File: config.mk
export PLATFORM = sky130hd
export DESIGN_NAME = apb_master_arbiter
export DESIGN_NICKNAME = d
export VERILOG_FILES = /design/src/rtl/apb_pkg.sv /design/src/rtl/rr_arbiter2.sv /design/src/rtl/apb_master_arbiter.sv
export SDC_FILE = /design/constraint.sdc
export NUM_CORES = 1
export LEC_CHECK = 0
export BUFFER_PORTS_ARGS = -buffer_cell sky130_fd_sc_hd__buf_2
export CAP_MARGIN = 20
export CORE_ASPECT_RATIO = 1.25
export CORE_MARGIN = 10
export CORE_UTILIZATION = 41
export DETAILED_ROUTE_END_ITERATION = 8
export GPL_TIMING_DRIVEN = 0
export PLACE_DENSITY_LB_ADDON = 0.25
export SYNTH_ARGS = -nofsm -noshare
export SYNTH_HDL_FRONTEND = slang
export SYNTH_SLANG_ARGS = --single-unit
File: constraint.sdc
create_clock -name PCLK -period 1.3 [get_ports PCLK]
set_input_delay 0.065 -clock PCLK [delete_from_list [all_inputs] [get_ports PCLK]]
set_output_delay 0.065 -clock PCLK [all_outputs]
set_load 0.02 [all_outputs]
File: src/rtl/apb_pkg.sv
// Shared types for the two-requester APB master.
// Bus widths, FSM state encoding, command and response bundles.
package apb_pkg;

  localparam int APB_ADDR_W = 32;
  localparam int APB_DATA_W = 32;

  typedef enum logic [1:0] {
    IDLE   = 2'd0,
    SETUP  = 2'd1,
    ACCESS = 2'd2
  } apb_state_e;

  typedef struct packed {
    logic                  write;
    logic [APB_ADDR_W-1:0] addr;
    logic [APB_DATA_W-1:0] wdata;
  } apb_cmd_t;

  typedef struct packed {
    logic [APB_DATA_W-1:0] rdata;
    logic                  err;
  } apb_rsp_t;

endpackage

File: src/rtl/rr_arbiter2.sv
// Two-way round-robin arbiter with last-grant memory.
// Ports: PCLK, PRESET, req[1:0], advance, gnt[1:0] (one-hot or zero).
module rr_arbiter2 (
  input  logic       PCLK,
  input  logic       PRESET,
  input  logic [1:0] req,
  input  logic       advance,
  output logic [1:0] gnt
);

  // 1 = requester 1 won last; reset value makes req0 win the first tie
  logic last_q;

  always_comb begin
    unique case (req)
      2'b11:   gnt = last_q ? 2'b01 : 2'b10;
      2'b01:   gnt = 2'b01;
      2'b10:   gnt = 2'b10;
      default: gnt = 2'b00;
    endcase
  end

  always_ff @(posedge PCLK) begin
    if (PRESET) begin
      last_q <= 1'b1;
    end else if (advance) begin
      last_q <= gnt[1];
    end
  end

endmodule

File: src/rtl/apb_master_arbiter.sv
// APB master shared by two requesters: round-robin accept, SETUP/ACCESS, PREADY timeout.
// Ports: PCLK/PRESET, req_* command side, rsp_* completion side, APB master signals.
module apb_master_arbiter
  import apb_pkg::*;
#(
  parameter int ADDR_W  = APB_ADDR_W,
  parameter int DATA_W  = APB_DATA_W,
  parameter int TIMEOUT = 16
) (
  input  logic                   PCLK,
  input  logic                   PRESET,
  input  logic [1:0]             req_valid,
  input  logic [1:0]             req_write,
  input  logic [1:0][ADDR_W-1:0] req_addr,
  input  logic [1:0][DATA_W-1:0] req_wdata,
  output logic [1:0]             req_ready,
  output logic [1:0]             rsp_valid,
  output logic [DATA_W-1:0]      rsp_rdata,
  output logic                   rsp_err,
  output logic                   PSEL,
  output logic                   PENABLE,
  output logic                   PWRITE,
  output logic [ADDR_W-1:0]      PADDR,
  output logic [DATA_W-1:0]      PWDATA,
  input  logic [DATA_W-1:0]      PRDATA,
  input  logic                   PREADY,
  input  logic                   PSLVERR
);

  // Last ACCESS cycle allowed without PREADY
  localparam logic [7:0] TMO_LAST = 8'(TIMEOUT - 1);

  apb_state_e state_q, state_d;
  apb_cmd_t   cmd_q, cmd_d;
  apb_rsp_t   rsp_q, rsp_d;
  logic       psel_q, psel_d;
  logic       pen_q, pen_d;
  logic [1:0] rspv_q, rspv_d;
  logic       gsel_q, gsel_d;
  logic [7:0] cnt_q, cnt_d;
  logic [1:0] gnt;
  logic       accept;

  rr_arbiter2 u_arb (
    .PCLK    (PCLK),
    .PRESET  (PRESET),
    .req     (req_valid),
    .advance (accept),
    .gnt     (gnt)
  );

  assign accept    = (state_q == IDLE) && (|req_valid);
  assign req_ready = accept ? gnt : 2'b00;

  assign PSEL      = psel_q;
  assign PENABLE   = pen_q;
  assign PWRITE    = cmd_q.write;
  assign PADDR     = cmd_q.addr;
  assign PWDATA    = cmd_q.wdata;
  assign rsp_valid = rspv_q;
  assign rsp_rdata = rsp_q.rdata;
  assign rsp_err   = rsp_q.err;

  always_comb begin
    state_d = state_q;
    cmd_d   = cmd_q;
    rsp_d   = rsp_q;
    psel_d  = psel_q;
    pen_d   = pen_q;
    rspv_d  = 2'b00;
    gsel_d  = gsel_q;
    cnt_d   = cnt_q;
    unique case (state_q)
      IDLE: begin
        if (accept) begin
          cmd_d.write = req_write[gnt[1]];
          cmd_d.addr  = req_addr[gnt[1]];
          cmd_d.wdata = req_wdata[gnt[1]];
          gsel_d  = gnt[1];
          psel_d  = 1'b1;
          pen_d   = 1'b0;
          state_d = SETUP;
        end
      end
      SETUP: begin
        pen_d   = 1'b1;
        state_d = ACCESS;
      end
      ACCESS: begin
        if (PREADY) begin
          rspv_d[gsel_q] = 1'b1;
          rsp_d.rdata = cmd_q.write ? '0 : PRDATA;
          rsp_d.err   = PSLVERR;
          psel_d  = 1'b0;
          pen_d   = 1'b0;
          cnt_d   = '0;
          state_d = IDLE;
        end else if (cnt_q == TMO_LAST) begin
          // Hung slave: force an error completion
          rspv_d[gsel_q] = 1'b1;
          rsp_d.rdata = '0;
          rsp_d.err   = 1'b1;
          psel_d  = 1'b0;
          pen_d   = 1'b0;
          cnt_d   = '0;
          state_d = IDLE;
        end else begin
          cnt_d = cnt_q + 8'd1;
        end
      end
      default: state_d = IDLE;
    endcase
  end

  always_ff @(posedge PCLK) begin
    if (PRESET) begin
      state_q <= IDLE;
      cmd_q   <= '0;
      rsp_q   <= '0;
      psel_q  <= 1'b0;
      pen_q   <= 1'b0;
      rspv_q  <= 2'b00;
      gsel_q  <= 1'b0;
      cnt_q   <= '0;
    end else begin
      state_q <= state_d;
      cmd_q   <= cmd_d;
      rsp_q   <= rsp_d;
      psel_q  <= psel_d;
      pen_q   <= pen_d;
      rspv_q  <= rspv_d;
      gsel_q  <= gsel_d;
      cnt_q   <= cnt_d;
    end
  end

endmodule

==> flow_summary.json <==
{
  "netlist_area_um2": 5250,
  "ys_ff_latch": 114,
  "totalPowerFinal_mw": 11.3,
  "setup_violations": 112,
  "cp_common_cell": "buf_12",
  "synth_edf_count": 0,
  "io_pins": 272,
  "clkPwrFrac": 0.392,
  "syn_inst": 504,
  "path_class": "flop to flop",
  "fin_nets": 1030,
  "place_inst": 942,
  "ys_types": 41,
  "cts_tree": "built",
  "min_from": "PSLVERR",
  "fp.dieH_um": 147,
  "clk_root_buffer_cell": "clkbuf_16",
  "postSynth.asyncResetShare": 0,
  "gp_congestion": 0.863,
  "htree_levels": 4,
  "worst_slack_ns": -0.277,
  "finalWirelength_um": 20100,
  "slowest_delay_ns": 0.36,
  "synth_seq_area_share": 0.435,
  "cp_cell_sequence": "nor4_4, a31oi_4, nor2_8, buf_12, buf_12, mux2i_4",
  "min_period_ns": 1.58,
  "r2r_slack_ns": -0.28,
  "layout.cells.non_filler": 1042,
  "synth_fa_ha_area_frac": 0.00238,
  "worstReg2RegStart": "cnt_q[4]",
  "hold_violations": 0,
  "drtIter0Drc": 216,
  "dr_wl_met2_um": 10500,
  "first_pass_iters": 4,
  "irDropWorstVdd_uv": 719,
  "slew_viol_final": 0,
  "areaGrowthSynthToFinish_pct": 65.8,
  "max_slew.worst_pin.slew_ns": 0.767,
  "dp_hpwl_um": 14000,
  "combPwrFrac": 0.260,
  "swShare": 0.307,
  "vias_per_cell": 5.04,
  "max_freq_ghz": 0.634,
  "max_cap_viol_count": 0,
  "power_frac_seq": 0.348,
  "antenna_found_initial": 0,
  "synthMuxAreaShare": 0.183,
  "timing.final.crit_share": 1.21,
  "endpoint_kind": "flop",
  "antenna_left": 0,
  "synth_top_family_by_area": "multiplexers",
  "rsz0062_at_grt": "true",
  "critPathCapture": "rsp_rdata[21]",
  "critPathLaunch": "cnt_q[4]",
  "n_antenna_cell": 0,
  "core_area_um2": 12600,
  "leakage_nw": 3.88,
  "wl_met1_um": 7300,
  "drc": 0,
  "drive_gt1_frac": 0.533,
  "crit_fanout": 7,
  "synthSimpleGateAreaFrac": 0.154,
  "crit_slowest_cell": "dfxtp_4",
  "start_kind": "flop",
  "power_density_nw_per_um2": 1300,
  "numCtsBuffers": 17,
  "port_buffers": 270,
  "fillers": 925,
  "initial_utilization": 0.417,
  "grt_usage": 0.218,
  "avgSynthCellArea_um2": 10.4,
  "p_int_mw": 7.84,
  "chipWidth_um": 121,
  "grt_pass1_wl_um": 30800,
  "rr_endpoint": "rsp_rdata[21]",
  "max_slew_margin": 0.489,
  "num_rows": 46,
  "cts.sinks": 114,
  "hp-class": "input pin to flop",
  "p_sw_mw": 3.47,
  "violations": "setup timing",
  "cts.path.max_buffers": 2,
  "first_global_vias": 5764,
  "die-area_um2": 17800,
  "r2r_cells": 6,
  "synth_flop_cell": "dfxtp_1",
  "overflow": 0,
  "routed.top_layer": "met4",
  "worstPathRequired_ns": 1.63,
  "worstSkewPairLatency_ns": 0.41,
  "synth_nets": 673,
  "status": "complete, but fails checks",
  "place_ws_ns": -0.425,
  "synthXorXnorAreaFrac": 0.00834,
  "wl_per_cell_um": 19.3,
  "multiInputGateArea_um2": 2930,
  "dr_wl_met3_um": 1770,
  "clk_pin_slew_ns": 0.06,
  "synth_compound_area_frac": 0.163,
  "ys_warn_count": 0,
  "arrival_ns": 1.91,
  "vias": 5251,
  "finClkSkew_ns": 0.00731,
  "grt_max_degree": 17,
  "final.setup.tns_ns": -18.09,
  "final-seq-area_um2": 2300
}
per-stage QoR:
stage          hold slack [ns]  instance area, um^2  utilization
6_report               0.00860                 8710        0.691
5_1_grt                 0.0197                 8710        0.691
4_1_cts               0.000388                 8520        0.676
3_5_place_dp             0.309                 6820        0.541
3_3_place_gp             0.297                 6820        0.541
2_1_floorplan            0.202                 5260            -
per-layer routing:
layer	vias up	GRT usage
met1	2474	0.216
li1	2499	-
met3	41	0.0783
met4	0	0.0872
met5	-	0
met2	237	0.397
cell usage after synthesis, types with 3 or more instances:
library cell  count  area [um^2]
nor3_1            8         40.0
buf_12            3         60.1
mux2i_1          96          961
clkbuf_1         10         37.5
dfxtp_1         114         2280
nand2_1          35          131
buf_1             5         18.8
and3_1            3         18.8
a211oi_1         17          128
buf_2            15         75.1
buf_6             7         78.8
nand2b_1         35          219
a211oi_2         50          626
nor2_1           70          263
xor2_1            5         43.8
nand4_1           3         18.8
registers in the layout (all words and copies together) (netlist names):
register	flops
PADDR	32
PENABLE	1
PSEL	1
PWDATA	32
PWRITE	1
cnt_q	8
gsel_q	1
rsp_err	1
rsp_rdata	32
rsp_valid	2
state_q	2
u_arb.last_q	1
worst min path at each step:
stage                    end  slack (ns)  cells past startpoint
6_report             rsp_err       0.009                      4
5_1_grt            PADDR[31]        0.02                      3
4_1_cts              rsp_err      0.0004                      4
3_5_place_dp   rsp_rdata[31]        0.31                      3
3_3_place_gp   rsp_rdata[31]        0.30                      3
2_1_floorplan  rsp_rdata[31]        0.20                      2
layout make-up:
type	instances	area share
Tap cell	168	0.0241
Multi-Input combinational cell	347	0.337
Buffer	38	0.0479
Timing Repair Buffer	342	0.262
Inverter	1	0.000431
Sequential cell	114	0.264
Clock buffer	18	0.0493
Clock inverter	14	0.0157
layout by cell type (no fill, tap or decap), drive strengths merged, types with 9 or more instances in the layout:
cell	instances
a211oi	67
buf	331
clkbuf	30
clkinv	9
dfxtp	114
dlygate4sd3	34
mux2i	96
nand2	35
nand2b	35
nor2	72
power groups by stage:
stage               registers, mW  logic, mW  clock network [mW]
floorplan                    4.33       1.07                   0
global placement             3.99       2.19                   0
detailed placement           4.00       2.25                   0
CTS                          3.93       2.86                4.48
global route                 3.97       3.13                4.66
finish                       3.94       2.94                4.42
logic make-up (layout without fill, tap and decap cells):
family | count (synthesis) | count (layout)
AND/OR/NAND/NOR | 166 | 166
flip-flops | 114 | 114
multiplexers | 96 | 96
AO/OA/AOI/OAI | 79 | 79
buffers and inverters | 43 | 413
XOR/XNOR | 5 | 5
adder cells (fa/ha/maj) | 1 | 1
worst max-delay path, delay by kind of cell (launching register included):
kind            cells  cell delay, ns
compound gates      1            0.16
buf+inv             2            0.29
flops               1            0.36
mux                 1            0.21
simple gates        2            0.47
timing repair:
item                       CTS  global route
hold endpoints to repair    33             0
gates resized for setup     93            40
hold buffers                34             0
setup endpoints to repair  110           114
cloned                       9             2
buffers inserted            24            10
pin swaps                   11            19
No activity file was read; power rests on OpenSTA's default activity.
